[src/rtl/serial_alu_seq_if.sv]
// Handshake and operand/result bundle for the bit-serial ALU sequencer.
// The master issues operations; the slave (sequencer) returns results and flags.
interface serial_alu_seq_if #(
    parameter int unsigned WIDTH = 32
);
    logic             start;
    logic [WIDTH-1:0] src1;
    logic [WIDTH-1:0] src2;
    logic [3:0]       ctrl;
    logic             busy;
    logic             done;
    logic [WIDTH-1:0] result;
    logic             zero;
    logic             cout;
    logic             overflow;

    modport master (
        output start, src1, src2, ctrl,
        input  busy, done, result, zero, cout, overflow
    );

    modport slave (
        input  start, src1, src2, ctrl,
        output busy, done, result, zero, cout, overflow
    );
endinterface

[src/rtl/serial_alu_seq.sv]
// Bit-serial ALU sequencer: runs one 1-bit ALU slice over WIDTH bits, LSB first,
// carrying between bits and assembling the result and zero/carry/overflow flags.
module serial_alu_seq #(
    parameter int unsigned WIDTH = 32,
    parameter int unsigned CNT_W = 5
) (
    input logic             clk,
    input logic             rst,
    serial_alu_seq_if.slave bus
);

    typedef enum logic [1:0] {StIdle, StRun, StDone} state_e;

    localparam logic [CNT_W-1:0] LastIdx = CNT_W'(WIDTH - 1);

    state_e           state_q;
    logic [WIDTH-1:0] a_q, b_q, res_q, result_q;
    logic [3:0]       ctrl_q;
    logic [CNT_W-1:0] idx_q;
    logic             carry_q;
    logic             busy_q, done_q, zero_q, cout_q, ovf_q;

    logic             a_bit, b_bit, slice_sum, slice_cout, slice_res, ovf_raw;
    logic [1:0]       op;
    logic [WIDTH-1:0] full, fin_res;
    logic             fin_cout, fin_ovf;

    // One-bit ALU slice; SLT forces the subtract path, the less input is tied to 0.
    always_comb begin
        op         = (ctrl_q == 4'b0111) ? 2'b10 : ctrl_q[1:0];
        a_bit      = a_q[idx_q] ^ ctrl_q[3];
        b_bit      = b_q[idx_q] ^ ctrl_q[2];
        slice_sum  = a_bit ^ b_bit ^ carry_q;
        slice_cout = (a_bit & b_bit) | (a_bit & carry_q) | (b_bit & carry_q);
        case (op)
            2'b00:   slice_res = a_bit & b_bit;
            2'b01:   slice_res = a_bit | b_bit;
            2'b10:   slice_res = slice_sum;
            default: slice_res = 1'b0;
        endcase
    end

    // Final result/flags, valid while the MSB is being processed.
    always_comb begin
        full            = res_q;
        full[WIDTH-1]   = slice_res;
        ovf_raw         = carry_q ^ slice_cout;
        fin_res         = '0;
        fin_cout        = 1'b0;
        fin_ovf         = 1'b0;
        case (ctrl_q)
            4'b0010, 4'b0110: begin
                fin_res  = full;
                fin_cout = slice_cout;
                fin_ovf  = ovf_raw;
            end
            4'b0111: begin
                fin_res[0] = slice_sum ^ ovf_raw;
                fin_cout   = slice_cout;
            end
            4'b0000, 4'b0001, 4'b1100, 4'b1101: fin_res = full;
            default: ;
        endcase
    end

    always_ff @(posedge clk) begin
        if (rst) begin
            state_q  <= StIdle;
            busy_q   <= 1'b0;
            done_q   <= 1'b0;
            result_q <= '0;
            zero_q   <= 1'b1;
            cout_q   <= 1'b0;
            ovf_q    <= 1'b0;
            idx_q    <= '0;
            carry_q  <= 1'b0;
        end else begin
            case (state_q)
                StIdle: begin
                    if (bus.start) begin
                        a_q     <= bus.src1;
                        b_q     <= bus.src2;
                        ctrl_q  <= bus.ctrl;
                        idx_q   <= '0;
                        carry_q <= bus.ctrl[2];
                        busy_q  <= 1'b1;
                        state_q <= StRun;
                    end
                end
                StRun: begin
                    res_q[idx_q] <= slice_res;
                    carry_q      <= slice_cout;
                    if (idx_q == LastIdx) begin
                        result_q <= fin_res;
                        zero_q   <= (fin_res == '0);
                        cout_q   <= fin_cout;
                        ovf_q    <= fin_ovf;
                        done_q   <= 1'b1;
                        state_q  <= StDone;
                    end else begin
                        idx_q <= idx_q + 1'b1;
                    end
                end
                StDone: begin
                    done_q  <= 1'b0;
                    busy_q  <= 1'b0;
                    state_q <= StIdle;
                end
                default: state_q <= StIdle;
            endcase
        end
    end

    assign bus.busy     = busy_q;
    assign bus.done     = done_q;
    assign bus.result   = result_q;
    assign bus.zero     = zero_q;
    assign bus.cout     = cout_q;
    assign bus.overflow = ovf_q;

endmodule

[src/flat_wrapper.sv]
// flat-port wrapper written by rule: the top's interface ports become plain ports
module serial_alu_seq_flat 
#(
    parameter int unsigned WIDTH = 32,
    parameter int unsigned CNT_W = 5
)
  (clk, rst, bus_start, bus_src1, bus_src2, bus_ctrl, bus_busy, bus_done, bus_result, bus_zero, bus_cout, bus_overflow);
  serial_alu_seq_if #(.WIDTH(WIDTH)) bus_i ();
  input logic clk;
  input logic rst;
  input wire logic [$bits(bus_i.start)-1:0] bus_start;
  input wire logic [$bits(bus_i.src1)-1:0] bus_src1;
  input wire logic [$bits(bus_i.src2)-1:0] bus_src2;
  input wire logic [$bits(bus_i.ctrl)-1:0] bus_ctrl;
  output wire logic [$bits(bus_i.busy)-1:0] bus_busy;
  output wire logic [$bits(bus_i.done)-1:0] bus_done;
  output wire logic [$bits(bus_i.result)-1:0] bus_result;
  output wire logic [$bits(bus_i.zero)-1:0] bus_zero;
  output wire logic [$bits(bus_i.cout)-1:0] bus_cout;
  output wire logic [$bits(bus_i.overflow)-1:0] bus_overflow;
  assign bus_i.start = bus_start;
  assign bus_i.src1 = bus_src1;
  assign bus_i.src2 = bus_src2;
  assign bus_i.ctrl = bus_ctrl;
  assign bus_busy = bus_i.busy;
  assign bus_done = bus_i.done;
  assign bus_result = bus_i.result;
  assign bus_zero = bus_i.zero;
  assign bus_cout = bus_i.cout;
  assign bus_overflow = bus_i.overflow;
  serial_alu_seq #(.WIDTH(WIDTH), .CNT_W(CNT_W)) u_core (.clk(clk), .rst(rst), .bus(bus_i));
endmodule
[config.mk]
export PLATFORM = sky130hd
export DESIGN_NAME = serial_alu_seq_flat
export DESIGN_NICKNAME = d
export VERILOG_FILES = /design/src/rtl/serial_alu_seq_if.sv /design/src/rtl/serial_alu_seq.sv /design/src/flat_wrapper.sv
export SDC_FILE = /design/constraint.sdc
export NUM_CORES = 1
export LEC_CHECK = 0
export BUFFER_PORTS_ARGS = -buffer_cell sky130_fd_sc_hd__buf_4
export CORE_MARGIN = 3
export CORE_UTILIZATION = 55
export CTS_CLUSTER_SIZE = 14
export DETAILED_ROUTE_END_ITERATION = 8
export HOLD_SLACK_MARGIN = 0.12
export PLACE_DENSITY_LB_ADDON = 0.08
export SETUP_SLACK_MARGIN = 0.05
export SKIP_CTS_REPAIR_TIMING = 1
export SLEW_MARGIN = 20
export SYNTH_ARGS = -nofsm -noshare
export SYNTH_HDL_FRONTEND = slang
export SYNTH_SLANG_ARGS = --single-unit
[constraint.sdc]
create_clock -name clk -period 5.6 [get_ports clk]
set_input_delay 0.56 -clock clk [delete_from_list [all_inputs] [get_ports clk]]
set_output_delay 0.56 -clock clk [all_outputs]
set_load 0.005 [all_outputs]
==> flow_summary.yaml <==
status:
  status: "completed"
cts:
  cts_sinks: 144
  clockBufferDepth: 2
  cts_made_buffers: 17
  clkLatencyLatePin_ns: 0.52
  clockRootBuffer: "clkbuf_8"
  cts_tree: "done"
  cts_htree_levels: 4
  clk_pin_slew_ns: 0.06
placed_design:
  port-buffer-count: 107
  place_ws_ns: 1.73
  dp_hpwl_microns: 7630
  gp_congestion: 0.861
drt:
  via_count: 3808
  dr.pass1.iters: 5
  drc: 0
  drt_wl_total_microns: 11200
  ant_nets: 0
  wl_per_cell_microns: 16.0
  via_per_inst: 5.45
  drtIter0Drc: 144
yosys:
  synth.area.top_cells: "edfxtp_1, dfxtp_1, mux2i_1, a21oi_1, nand3_1"
  syn_inst: 455
  yosys.cell_types.count: 44
  synth_edf_count: 99
  ys.flop_type: "edfxtp_1"
  yosysSeqAreaShare_pct: 67.5
  avgSynthCellArea_sq_um: 12.6
  yosys.area.top_type: "edfxtp_1"
  synth-async-reset-ratio_pct: 0
  synth_common_cells: "edfxtp_1, dfxtp_1, nor2_1"
  synth-seq-cells: 144
  syn_area_sq_mm: 0.00574
  netlist.area_leader.share_pct: 51.8
  synth.net_count: 535
  synth_warnings: 0
  yosysMostFrequentCell: "edfxtp_1"
cells_and_area:
  seqCellArea_sq_mm: 0.00387
  nets: 633
  diodes: 0
  multi_input_area_sq_mm: 0.00170
  drive_above_1_share_pct: 26.5
  syn_to_final_growth_pct: 25.1
  fill_cells: 680
sta:
  tightestPinTransition_ns: 0.960
  worst_slack_ns: 1.73
  finalCritPeriodShare_pct: 69.1
  max_clock_freq_mhz: 259
  skew_ns: 0.00810
  period_minus_slack_ns: 3.87
  slew_viol_final: 0
  setup_viol: 0
  hold_viol: 0
  rsz0062_at_grt: "no"
  slew_headroom_pct: 36.0
  tns_ns: 0
critical_path:
  crit_path_end_kind: "register"
  worstSetupStartpointType: "register"
  critical_path_peak_fanout: 35
  crit_required_ns: 6.00
  critPathArrivalTime_ns: 4.27
  path_class: "reg2reg"
power:
  internal_power_uw: 1910
  seqPwrFrac_pct: 49.4
  clkPwrFrac_pct: 45.2
  combPwrFrac_pct: 5.4
  peakVddDrop_mv: 0.212
  cellPowerDensity_mw_per_mm2: 337
  switchingPower_uw: 509
  p_leak_uw: 0.00253
  p_sw_share_pct: 21.1
floorplan:
  initial_core_util_pct: 57.6
  dieArea_sq_mm: 0.0117
  rows: 36
  die_x_microns: 108
  die_height_microns: 108
  core-area_sq_mm: 0.00995
  io_pins: 108
grt:
  grt_antenna_before_repair: 0
  grt_pass1_vias: 3734
  grt_max_degree: 65
  gr-total-overflow: 0
  track_usage_pct: 20.2
  grt_pass1_wl_microns: 18100
hold_path:
  hold_class: "in2reg"
flow_run:
  cap_violations: 0
-- logic make-up (layout without fill, tap and decap cells) --
| kind of cell | Yosys count | after routing | share of synthesized area [%] |
|---|---|---|---|
| adder cells (fa/ha/maj) | 9 | 9 | 2.23 |
| AND/OR/NAND/NOR | 155 | 155 | 12.8 |
| XOR/XNOR | 8 | 8 | 1.22 |
| AO/OA/AOI/OAI | 72 | 72 | 7.31 |
| multiplexers | 30 | 30 | 5.67 |
| buffers and inverters | 37 | 148 | 3.25 |
| flip-flops | 144 | 144 | 67.5 |
-- registers in the layout (all words and copies together) (netlist names), 2 cells and up --
name and cells:
u_core.a_q 32, u_core.idx_q 5, u_core.bus.result 32, u_core.b_q 32
u_core.state_q 2, u_core.res_q 31, u_core.ctrl_q 4
-- per-layer routing --
layer	wire length (microns)	up-vias	GRT usage (%)
li1	-	1862	-
met1	4680	1819	25.4
met2	5830	114	33.9
met3	519	13	4.18
met4	150	0	9.02
met5	0	-	0
-- critical path: stages, from the launching register on --
cell     delay, ns
dfxtp_2       0.97
mux2i_1       0.30
o22ai_1       0.11
a22oi_1       0.29
nand4_2       0.19
xnor2_1       0.35
fa_1          0.48
inv_1         0.06
a31o_2        0.49
o31ai_1       0.16
a221o_1       0.34
-- cell usage in the layout (no fill, tap or decap), types with 5 or more instances in the layout --
| cell type | Yosys | layout |
|---|---|---|
| buf_4 | 2 | 108 |
| mux2i_1 | 28 | 28 |
| nand3_1 | 34 | 34 |
| ha_1 | 7 | 7 |
| inv_1 | 8 | 8 |
| nor3_1 | 6 | 6 |
| nand2_1 | 42 | 41 |
| xnor2_1 | 5 | 5 |
| o21ai_1 | 6 | 6 |
| dfxtp_1 | 45 | 44 |
| a21oi_1 | 37 | 37 |
| nor4_1 | 8 | 8 |
| clkbuf_16 | 0 | 19 |
| edfxtp_1 | 99 | 99 |
| nor2_1 | 45 | 45 |
| o22ai_1 | 14 | 13 |
-- worst paths after layout --
kind,startpoint,to,slack (ns),depth (start not counted)
max,u_core.idx_q[1],u_core.bus.zero,1.73,10
min reg2reg,u_core.bus.result[30],u_core.bus.result[30],0.45,2
min,bus_src1[25],u_core.a_q[25],0.21,1
max reg2reg,u_core.idx_q[1],u_core.bus.zero,1.73,10
-- power by group through the flow --
| stage | sequential (uW) | clock [uW] | combinational [uW] |
|---|---|---|---|
| global placement | 1220 | 0 | 125 |
| floorplan | 1210 | 0 | 76.7 |
| finish | 1190 | 1090 | 130 |
| detailed placement | 1220 | 0 | 129 |
| global route | 1200 | 1150 | 144 |
| CTS | 1190 | 1110 | 130 |
-- through the flow --
stage               total power (uW)  utilization [%]  cells  hold WS, ns  cell area [sq um]
finish                          2420             72.1    699        0.214               7170
global route                    2500             72.1    699        0.191               7170
CTS                             2430             72.0    699        0.194               7160
detailed placement              1350             66.0    667        0.446               6570
global placement                1340             66.0    667        0.440               6570
floorplan                       1290                -    455        0.448               5740
-- area by class of cell --
cell class              instances  share of cell area (%)
clock inverters                11                    1.36
clock buffers                  21                    6.87
flip-flops and latches        144                    54.0
multi-input cells             274                    23.7
repair buffers                108                    11.3
well taps                     133                    2.32
inverters                       8                   0.419
Note: power is estimated with default switching activity, not from simulation.
